==> src/rtl/calc_pkg.sv <==
// Shared constants and types for the BCD calculator keypad sequencer.
//   - Keypad codes for the operator, equals and clear-all keys.
//   - ALU opcodes driven on op_selected.
//   - Sequencer state encoding.
//   - Small key classification helpers.
package calc_pkg;

  localparam logic [3:0] KEY_ADD = 4'hA;
  localparam logic [3:0] KEY_SUB = 4'hB;
  localparam logic [3:0] KEY_EQ  = 4'hE;
  localparam logic [3:0] KEY_CLR = 4'hC;

  localparam logic [1:0] OP_NONE = 2'b00;
  localparam logic [1:0] OP_ADD  = 2'b01;
  localparam logic [1:0] OP_SUB  = 2'b10;

  typedef enum logic [1:0] {
    ENTER_A,
    ENTER_B,
    WAIT,
    SHOW
  } calc_state_e;

  function automatic logic is_digit(logic [3:0] k);
    return k <= 4'd9;
  endfunction

  function automatic logic is_op_key(logic [3:0] k);
    return (k == KEY_ADD) || (k == KEY_SUB);
  endfunction

  function automatic logic [1:0] key_to_op(logic [3:0] k);
    return (k == KEY_SUB) ? OP_SUB : OP_ADD;
  endfunction

endpackage

==> src/rtl/bcd_cmp4.sv <==
// Combinational 4-digit BCD magnitude compare.
// Ports:
//   a_i  - 4-digit BCD value A
//   b_i  - 4-digit BCD value B
//   lt_o - high when A < B
module bcd_cmp4 (
  input  logic [15:0] a_i,
  input  logic [15:0] b_i,
  output logic        lt_o
);

  // Walk digits from least to most significant; a differing higher digit
  // overrides any decision made by the lower ones.
  always_comb begin
    lt_o = 1'b0;
    for (int i = 0; i < 4; i++) begin
      if (a_i[4*i +: 4] != b_i[4*i +: 4]) begin
        lt_o = (a_i[4*i +: 4] < b_i[4*i +: 4]);
      end
    end
  end

endmodule

==> src/rtl/calc_seq_ctrl.sv <==
// Keypad-driven sequencer for the BCD calculator ALU. Builds operand A, the
// operator and operand B from single key events, drives the ALU, waits a fixed
// latency, then captures result, sign and addition overflow for the display.
// Ports:
//   clk, clear           - clock, asynchronous active-high reset
//   key_valid, key_code  - one-cycle key strobe and code
//   alu_result, alu_neg  - ALU BCD magnitude and sign
//   bcd1, bcd2           - ALU operands A and B
//   op_selected          - ALU opcode (00 idle, 01 add, 10 subtract)
//   disp_bcd/neg/ovf     - display value, minus sign, overflow flag
//   busy                 - waiting for the ALU
//   res_valid            - one-cycle pulse on result capture
module calc_seq_ctrl
  import calc_pkg::*;
#(
  parameter int unsigned ALU_LAT = 3,
  parameter int unsigned NDIG    = 4
) (
  input  logic        clk,
  input  logic        clear,
  input  logic        key_valid,
  input  logic [3:0]  key_code,
  input  logic [15:0] alu_result,
  input  logic        alu_neg,
  output logic [15:0] bcd1,
  output logic [15:0] bcd2,
  output logic [1:0]  op_selected,
  output logic [15:0] disp_bcd,
  output logic        disp_neg,
  output logic        disp_ovf,
  output logic        busy,
  output logic        res_valid
);

  localparam int unsigned WaitW  = (ALU_LAT > 0) ? $clog2(ALU_LAT + 1) : 1;
  localparam logic [2:0]  MaxDig = 3'(NDIG);

  calc_state_e      state_q, state_d;
  logic [15:0]      bcd1_q, bcd1_d;
  logic [15:0]      bcd2_q, bcd2_d;
  logic [1:0]       op_q, op_d;          // latched operator
  logic [1:0]       op_sel_q, op_sel_d;  // opcode presented to the ALU
  logic [15:0]      disp_bcd_q, disp_bcd_d;
  logic             disp_neg_q, disp_neg_d;
  logic             disp_ovf_q, disp_ovf_d;
  logic             busy_q, busy_d;
  logic             res_valid_q, res_valid_d;
  logic [2:0]       dig_cnt_q, dig_cnt_d;
  logic [WaitW-1:0] wait_q, wait_d;

  logic key_digit, key_op, key_eq, key_clr;
  logic res_lt_a;
  logic show_legal;

  assign key_digit  = key_valid && is_digit(key_code);
  assign key_op     = key_valid && is_op_key(key_code);
  assign key_eq     = key_valid && (key_code == KEY_EQ);
  assign key_clr    = key_valid && (key_code == KEY_CLR);
  // Chaining/repeat only makes sense from a non-negative, non-overflowed result.
  assign show_legal = !disp_neg_q && !disp_ovf_q;

  // An unsigned add that wrapped past 9999 yields a result smaller than A.
  bcd_cmp4 u_ovf_cmp (
    .a_i  (alu_result),
    .b_i  (bcd1_q),
    .lt_o (res_lt_a)
  );

  always_comb begin
    state_d     = state_q;
    bcd1_d      = bcd1_q;
    bcd2_d      = bcd2_q;
    op_d        = op_q;
    op_sel_d    = op_sel_q;
    disp_bcd_d  = disp_bcd_q;
    disp_neg_d  = disp_neg_q;
    disp_ovf_d  = disp_ovf_q;
    busy_d      = busy_q;
    res_valid_d = 1'b0;
    dig_cnt_d   = dig_cnt_q;
    wait_d      = wait_q;

    if (key_clr) begin
      // Clear-all beats everything, including a capture in the same cycle.
      state_d    = ENTER_A;
      bcd1_d     = 16'h0;
      bcd2_d     = 16'h0;
      op_d       = OP_NONE;
      op_sel_d   = OP_NONE;
      disp_bcd_d = 16'h0;
      disp_neg_d = 1'b0;
      disp_ovf_d = 1'b0;
      busy_d     = 1'b0;
      dig_cnt_d  = 3'd0;
      wait_d     = '0;
    end else begin
      unique case (state_q)
        ENTER_A: begin
          disp_neg_d = 1'b0;
          disp_ovf_d = 1'b0;
          if (key_digit) begin
            if (dig_cnt_q < MaxDig) begin
              bcd1_d     = {bcd1_q[11:0], key_code};
              disp_bcd_d = {bcd1_q[11:0], key_code};
              dig_cnt_d  = dig_cnt_q + 3'd1;
            end
          end else if (key_op) begin
            op_d      = key_to_op(key_code);
            dig_cnt_d = 3'd0;
            state_d   = ENTER_B;
          end
        end

        ENTER_B: begin
          if (key_digit) begin
            if (dig_cnt_q < MaxDig) begin
              bcd2_d     = {bcd2_q[11:0], key_code};
              disp_bcd_d = {bcd2_q[11:0], key_code};
              dig_cnt_d  = dig_cnt_q + 3'd1;
            end
          end else if (key_op) begin
            op_d = key_to_op(key_code);
          end else if (key_eq) begin
            op_sel_d = op_q;
            busy_d   = 1'b1;
            wait_d   = WaitW'(ALU_LAT);
            state_d  = WAIT;
          end
        end

        WAIT: begin
          // Counter hits zero ALU_LAT edges after the inputs changed; the
          // result is sampled one edge later.
          if (wait_q == '0) begin
            disp_bcd_d  = alu_result;
            disp_neg_d  = alu_neg;
            disp_ovf_d  = (op_q == OP_ADD) && res_lt_a;
            res_valid_d = 1'b1;
            busy_d      = 1'b0;
            op_sel_d    = OP_NONE;
            state_d     = SHOW;
          end else begin
            wait_d = wait_q - WaitW'(1);
          end
        end

        SHOW: begin
          if (key_digit) begin
            bcd1_d     = {12'h0, key_code};
            bcd2_d     = 16'h0;
            disp_bcd_d = {12'h0, key_code};
            disp_neg_d = 1'b0;
            disp_ovf_d = 1'b0;
            dig_cnt_d  = 3'd1;
            state_d    = ENTER_A;
          end else if (key_op && show_legal) begin
            bcd1_d    = disp_bcd_q;
            bcd2_d    = 16'h0;
            op_d      = key_to_op(key_code);
            dig_cnt_d = 3'd0;
            state_d   = ENTER_B;
          end else if (key_eq && show_legal) begin
            // Repeat: previous result becomes A, B and operator are reused.
            bcd1_d   = disp_bcd_q;
            op_sel_d = op_q;
            busy_d   = 1'b1;
            wait_d   = WaitW'(ALU_LAT);
            state_d  = WAIT;
          end
        end
      endcase
    end
  end

  always_ff @(posedge clk or posedge clear) begin
    if (clear) begin
      state_q     <= ENTER_A;
      bcd1_q      <= 16'h0;
      bcd2_q      <= 16'h0;
      op_q        <= OP_NONE;
      op_sel_q    <= OP_NONE;
      disp_bcd_q  <= 16'h0;
      disp_neg_q  <= 1'b0;
      disp_ovf_q  <= 1'b0;
      busy_q      <= 1'b0;
      res_valid_q <= 1'b0;
      dig_cnt_q   <= 3'd0;
      wait_q      <= '0;
    end else begin
      state_q     <= state_d;
      bcd1_q      <= bcd1_d;
      bcd2_q      <= bcd2_d;
      op_q        <= op_d;
      op_sel_q    <= op_sel_d;
      disp_bcd_q  <= disp_bcd_d;
      disp_neg_q  <= disp_neg_d;
      disp_ovf_q  <= disp_ovf_d;
      busy_q      <= busy_d;
      res_valid_q <= res_valid_d;
      dig_cnt_q   <= dig_cnt_d;
      wait_q      <= wait_d;
    end
  end

  assign bcd1        = bcd1_q;
  assign bcd2        = bcd2_q;
  assign op_selected = op_sel_q;
  assign disp_bcd    = disp_bcd_q;
  assign disp_neg    = disp_neg_q;
  assign disp_ovf    = disp_ovf_q;
  assign busy        = busy_q;
  assign res_valid   = res_valid_q;

endmodule

==> config.mk <==
export PLATFORM = sky130hd
export DESIGN_NAME = calc_seq_ctrl
export DESIGN_NICKNAME = d
export VERILOG_FILES = /design/src/rtl/calc_pkg.sv /design/src/rtl/bcd_cmp4.sv /design/src/rtl/calc_seq_ctrl.sv
export SDC_FILE = /design/constraint.sdc
export NUM_CORES = 1
export LEC_CHECK = 0
export BUFFER_PORTS_ARGS = -buffer_cell sky130_fd_sc_hd__clkbuf_2
export CAP_MARGIN = 15
export CORE_ASPECT_RATIO = 0.5
export CORE_UTILIZATION = 55
export DETAILED_ROUTE_END_ITERATION = 10
export PLACE_DENSITY = 0.8
export SLEW_MARGIN = 5
export SYNTH_ARGS = -nofsm -noshare
export SYNTH_HDL_FRONTEND = slang
export SYNTH_SLANG_ARGS = --single-unit
==> constraint.sdc <==
create_clock -name clk -period 2.8 [get_ports clk]
set_clock_uncertainty 0.05 [all_clocks]
set_input_delay 0.14 -clock clk [delete_from_list [all_inputs] [get_ports clk]]
set_output_delay 0.14 -clock clk [all_outputs]
set_load 0.05 [all_outputs]
==> impl_metrics.yaml <==
outcome:
  status: "completed"
sta:
  finalHoldViolations: 0
  finalSetupViolCount: 0
  finalMaxSlewViolations: 0
  fin_crit_sh: 0.903
  max_freq_mhz: 396
  worst_slack_ns: 0.272
  rsz0062_at_grt: "no"
  tightest_slew_ns: 1.06
  holdWs_ns: 0.0157
  tns_ns: 0
  slew_headroom: 0.288
  min_period_ns: 2.53
logic_synthesis:
  synth_area_sq_um: 3800
  yosysMostFrequentCell: "dfrtp_1"
  yosys-top-cells-count: "dfrtp_1, inv_1, o21ai_0, a21oi_1, nand2_1"
  synth_area_leaders: "dfrtp_1, ha_1, o21ai_0"
  synth_top_area_share: 0.415
  avgSynthCellArea_sq_um: 9.28
  synth-edff-count: 0
  yosysTopAreaCell: "dfrtp_1"
  synth_nets: 455
  synth_cell_types: 56
  synth_flop_cell: "dfrtp_1"
  yosysSeqAreaShare: 0.415
  async_flop_share: 1.00
  syn-instance-count: 409
  ys_warn_count: 0
  synth-seq-cells: 63
worst_hold_path:
  hold_class: "input port to flip-flop"
  hold_path_depth: 3
  worstHoldStart: "alu_neg"
  min_to: "disp_neg"
job:
  drv_cap: 0
global_route:
  antenna_found_initial: 0
  first_global_vias: 3277
  overflow: 0
  grt_pass1_wl_mm: 16.6
  grt_max_degree: 41
  grt_usage: 0.305
clock_tree:
  cts_tree: "built"
  cts-resized-gates: 0
  clock-sinks: 63
  clk_pin_slew_ns: 0.06
  cts_setup_buffers: 0
  worstSkewPairLatency_ns: 0.34
  htree_num_levels: 3
  clk_path_buf_depth: 2
  cts-buffers-inserted: 9
  clock-root-buffer: "clkbuf_16"
critical_path:
  startpoint_type: "flip-flop"
  cp_cell_sequence: "inv_1 > ha_1 > nor2_1 > a31oi_1 > nor2_1 > nor3b_2 > a22o_1"
  r2r_slack_ns: 0.27
  max_stage_delay_ns: 0.87
  crit_type: "flip-flop to flip-flop"
  reg2reg_from: "state_q[1]"
  cp_max_fo: 16
  critical-path-slowest-cell: "nor3b_2"
  cpMostUsedCell: "nor2_1"
  regToRegEndpoint: "disp_bcd[15]"
  ff2ff_path_depth: 7
  cp.required_ns: 3.01
  end_kind: "flip-flop"
  critPathArrivalTime_ns: 2.74
power_and_ir_drop:
  leakage_nw: 2.16
  finalPower_w: 0.00664
  ir_drop_mv: 0.675
  p_per_area_nw_per_um2: 1460
placement:
  dp_slack_ns: 0.402
  gp_congestion: 0.894
  hpwlAfterDp_mm: 7.26
  port_buffers: 77
  place.detailed.instances: 558
floorplan:
  core_area_sq_um: 6360
  dieArea_sq_um: 7260
  die_x_um: 120
  fp.dieH_um: 60.8
  core.rowCount: 20
  ios: 78
  start_util: 0.597
drt:
  drt-total-wl_mm: 10.3
  initialDrtViolationCount: 330
  first_pass_iters: 4
  vias: 3596
  route.detailed.drc: 0
  ant_nets: 0
  vias_per_cell: 6.25
  wl_per_cell_um: 17.9
finish:
  drive_gt1_frac: 0.244
  diodes: 0
  nets: 528
  stdcell_count: 575
  area_growth_pct: 19.4
[how the worst max path moves through the flow]
stage          startpoint            to  cells past startpoint
3_5_place_dp   state_q[1]  disp_bcd[15]                      7
2_1_floorplan  state_q[0]       op_q[0]                      5
5_1_grt        state_q[0]  disp_bcd[15]                      7
4_1_cts        state_q[0]  disp_bcd[15]                      7
3_3_place_gp   state_q[1]  disp_bcd[15]                      7
6_report       state_q[1]  disp_bcd[15]                      7
[stage by stage]
stage / area [sq um] / utilization
floorplan: 3800 / -
global placement: 4250 / 0.669
detailed placement: 4250 / 0.669
CTS: 4540 / 0.714
global route: 4540 / 0.714
finish: 4540 / 0.714
[cell type report]
| type | count | area (sq um) |
|---|---|---|
| multi-input cells | 277 | 1940 |
| clock buffers | 9 | 225 |
| fillers | 518 | 1820 |
| clock inverters | 7 | 48.8 |
| well taps | 88 | 110 |
| inverters | 42 | 158 |
| repair buffers | 89 | 478 |
| flip-flops and latches | 63 | 1580 |
[worst max-delay path: cells and delay by family (launching register included)]
kind / cells / cell delay [ns]
AOI/OAI and AO/OA: 2 / 0.34
adders and majority gates: 1 / 0.33
buffers and inverters: 1 / 0.11
DFF: 1 / 0.42
and+or+nand+nor: 3 / 1.20
[registers in the layout (all words and copies together) (netlist names)]
name and cells:
disp_ovf 1, bcd1 16, disp_neg 1, dig_cnt_q 3
state_q 2, op_q 2, wait_q 2, bcd2 16
busy 1, res_valid 1, op_selected 2, disp_bcd 16
[placed cells by master (no fill, tap or decap), types with 4 or more instances in the layout]
master	Yosys	final
clkbuf_16	0	9
nand2b_1	6	6
clkinvlp_4	0	4
o211ai_1	6	6
clkbuf_2	0	77
ha_1	22	22
nand2_1	27	27
inv_1	42	41
nand3_1	21	21
a22o_1	20	20
a31oi_1	4	4
a221oi_1	19	19
o22ai_1	5	5
nor2_1	7	7
buf_4	0	11
nand4_1	7	7
nor2b_1	4	4
a22oi_1	7	7
a21oi_1	34	34
dfrtp_1	63	63
o21ai_0	37	37
[report_power, final]
| group | internal (W) | switching, W | total (W) |
|---|---|---|---|
| registers | 0.00131 | 0.000361 | 0.00167 |
| logic | 0.00123 | 0.00271 | 0.00394 |
| clock network | 0.000597 | 0.000430 | 0.00103 |
| total | 0.00314 | 0.00350 | 0.00664 |
[cell families (layout without fill, tap and decap cells)]
group / count (synthesis) / count (layout) / share of synthesized area
multiplexers: 4 / 4 / 0.0112
flip-flops: 63 / 63 / 0.415
buffers and inverters: 69 / 147 / 0.0741
adder cells (fa/ha/maj): 22 / 22 / 0.0725
AO/OA/AOI/OAI: 154 / 154 / 0.280
AND/OR/NAND/NOR: 97 / 97 / 0.147
[timing repair]
action                                 CTS  global route
hold buffers                             1             0
endpoints found under the hold margin   23             0
setup endpoints to repair                0             0
[metal layers]
layer,vias up,track usage,wire length (um)
li1,1675,-,-
met1,1731,0.408,4590
met2,168,0.495,4740
met3,22,0.0771,804
met4,0,0.111,155
met5,-,0,0
Power figures use the tool's default switching activity.
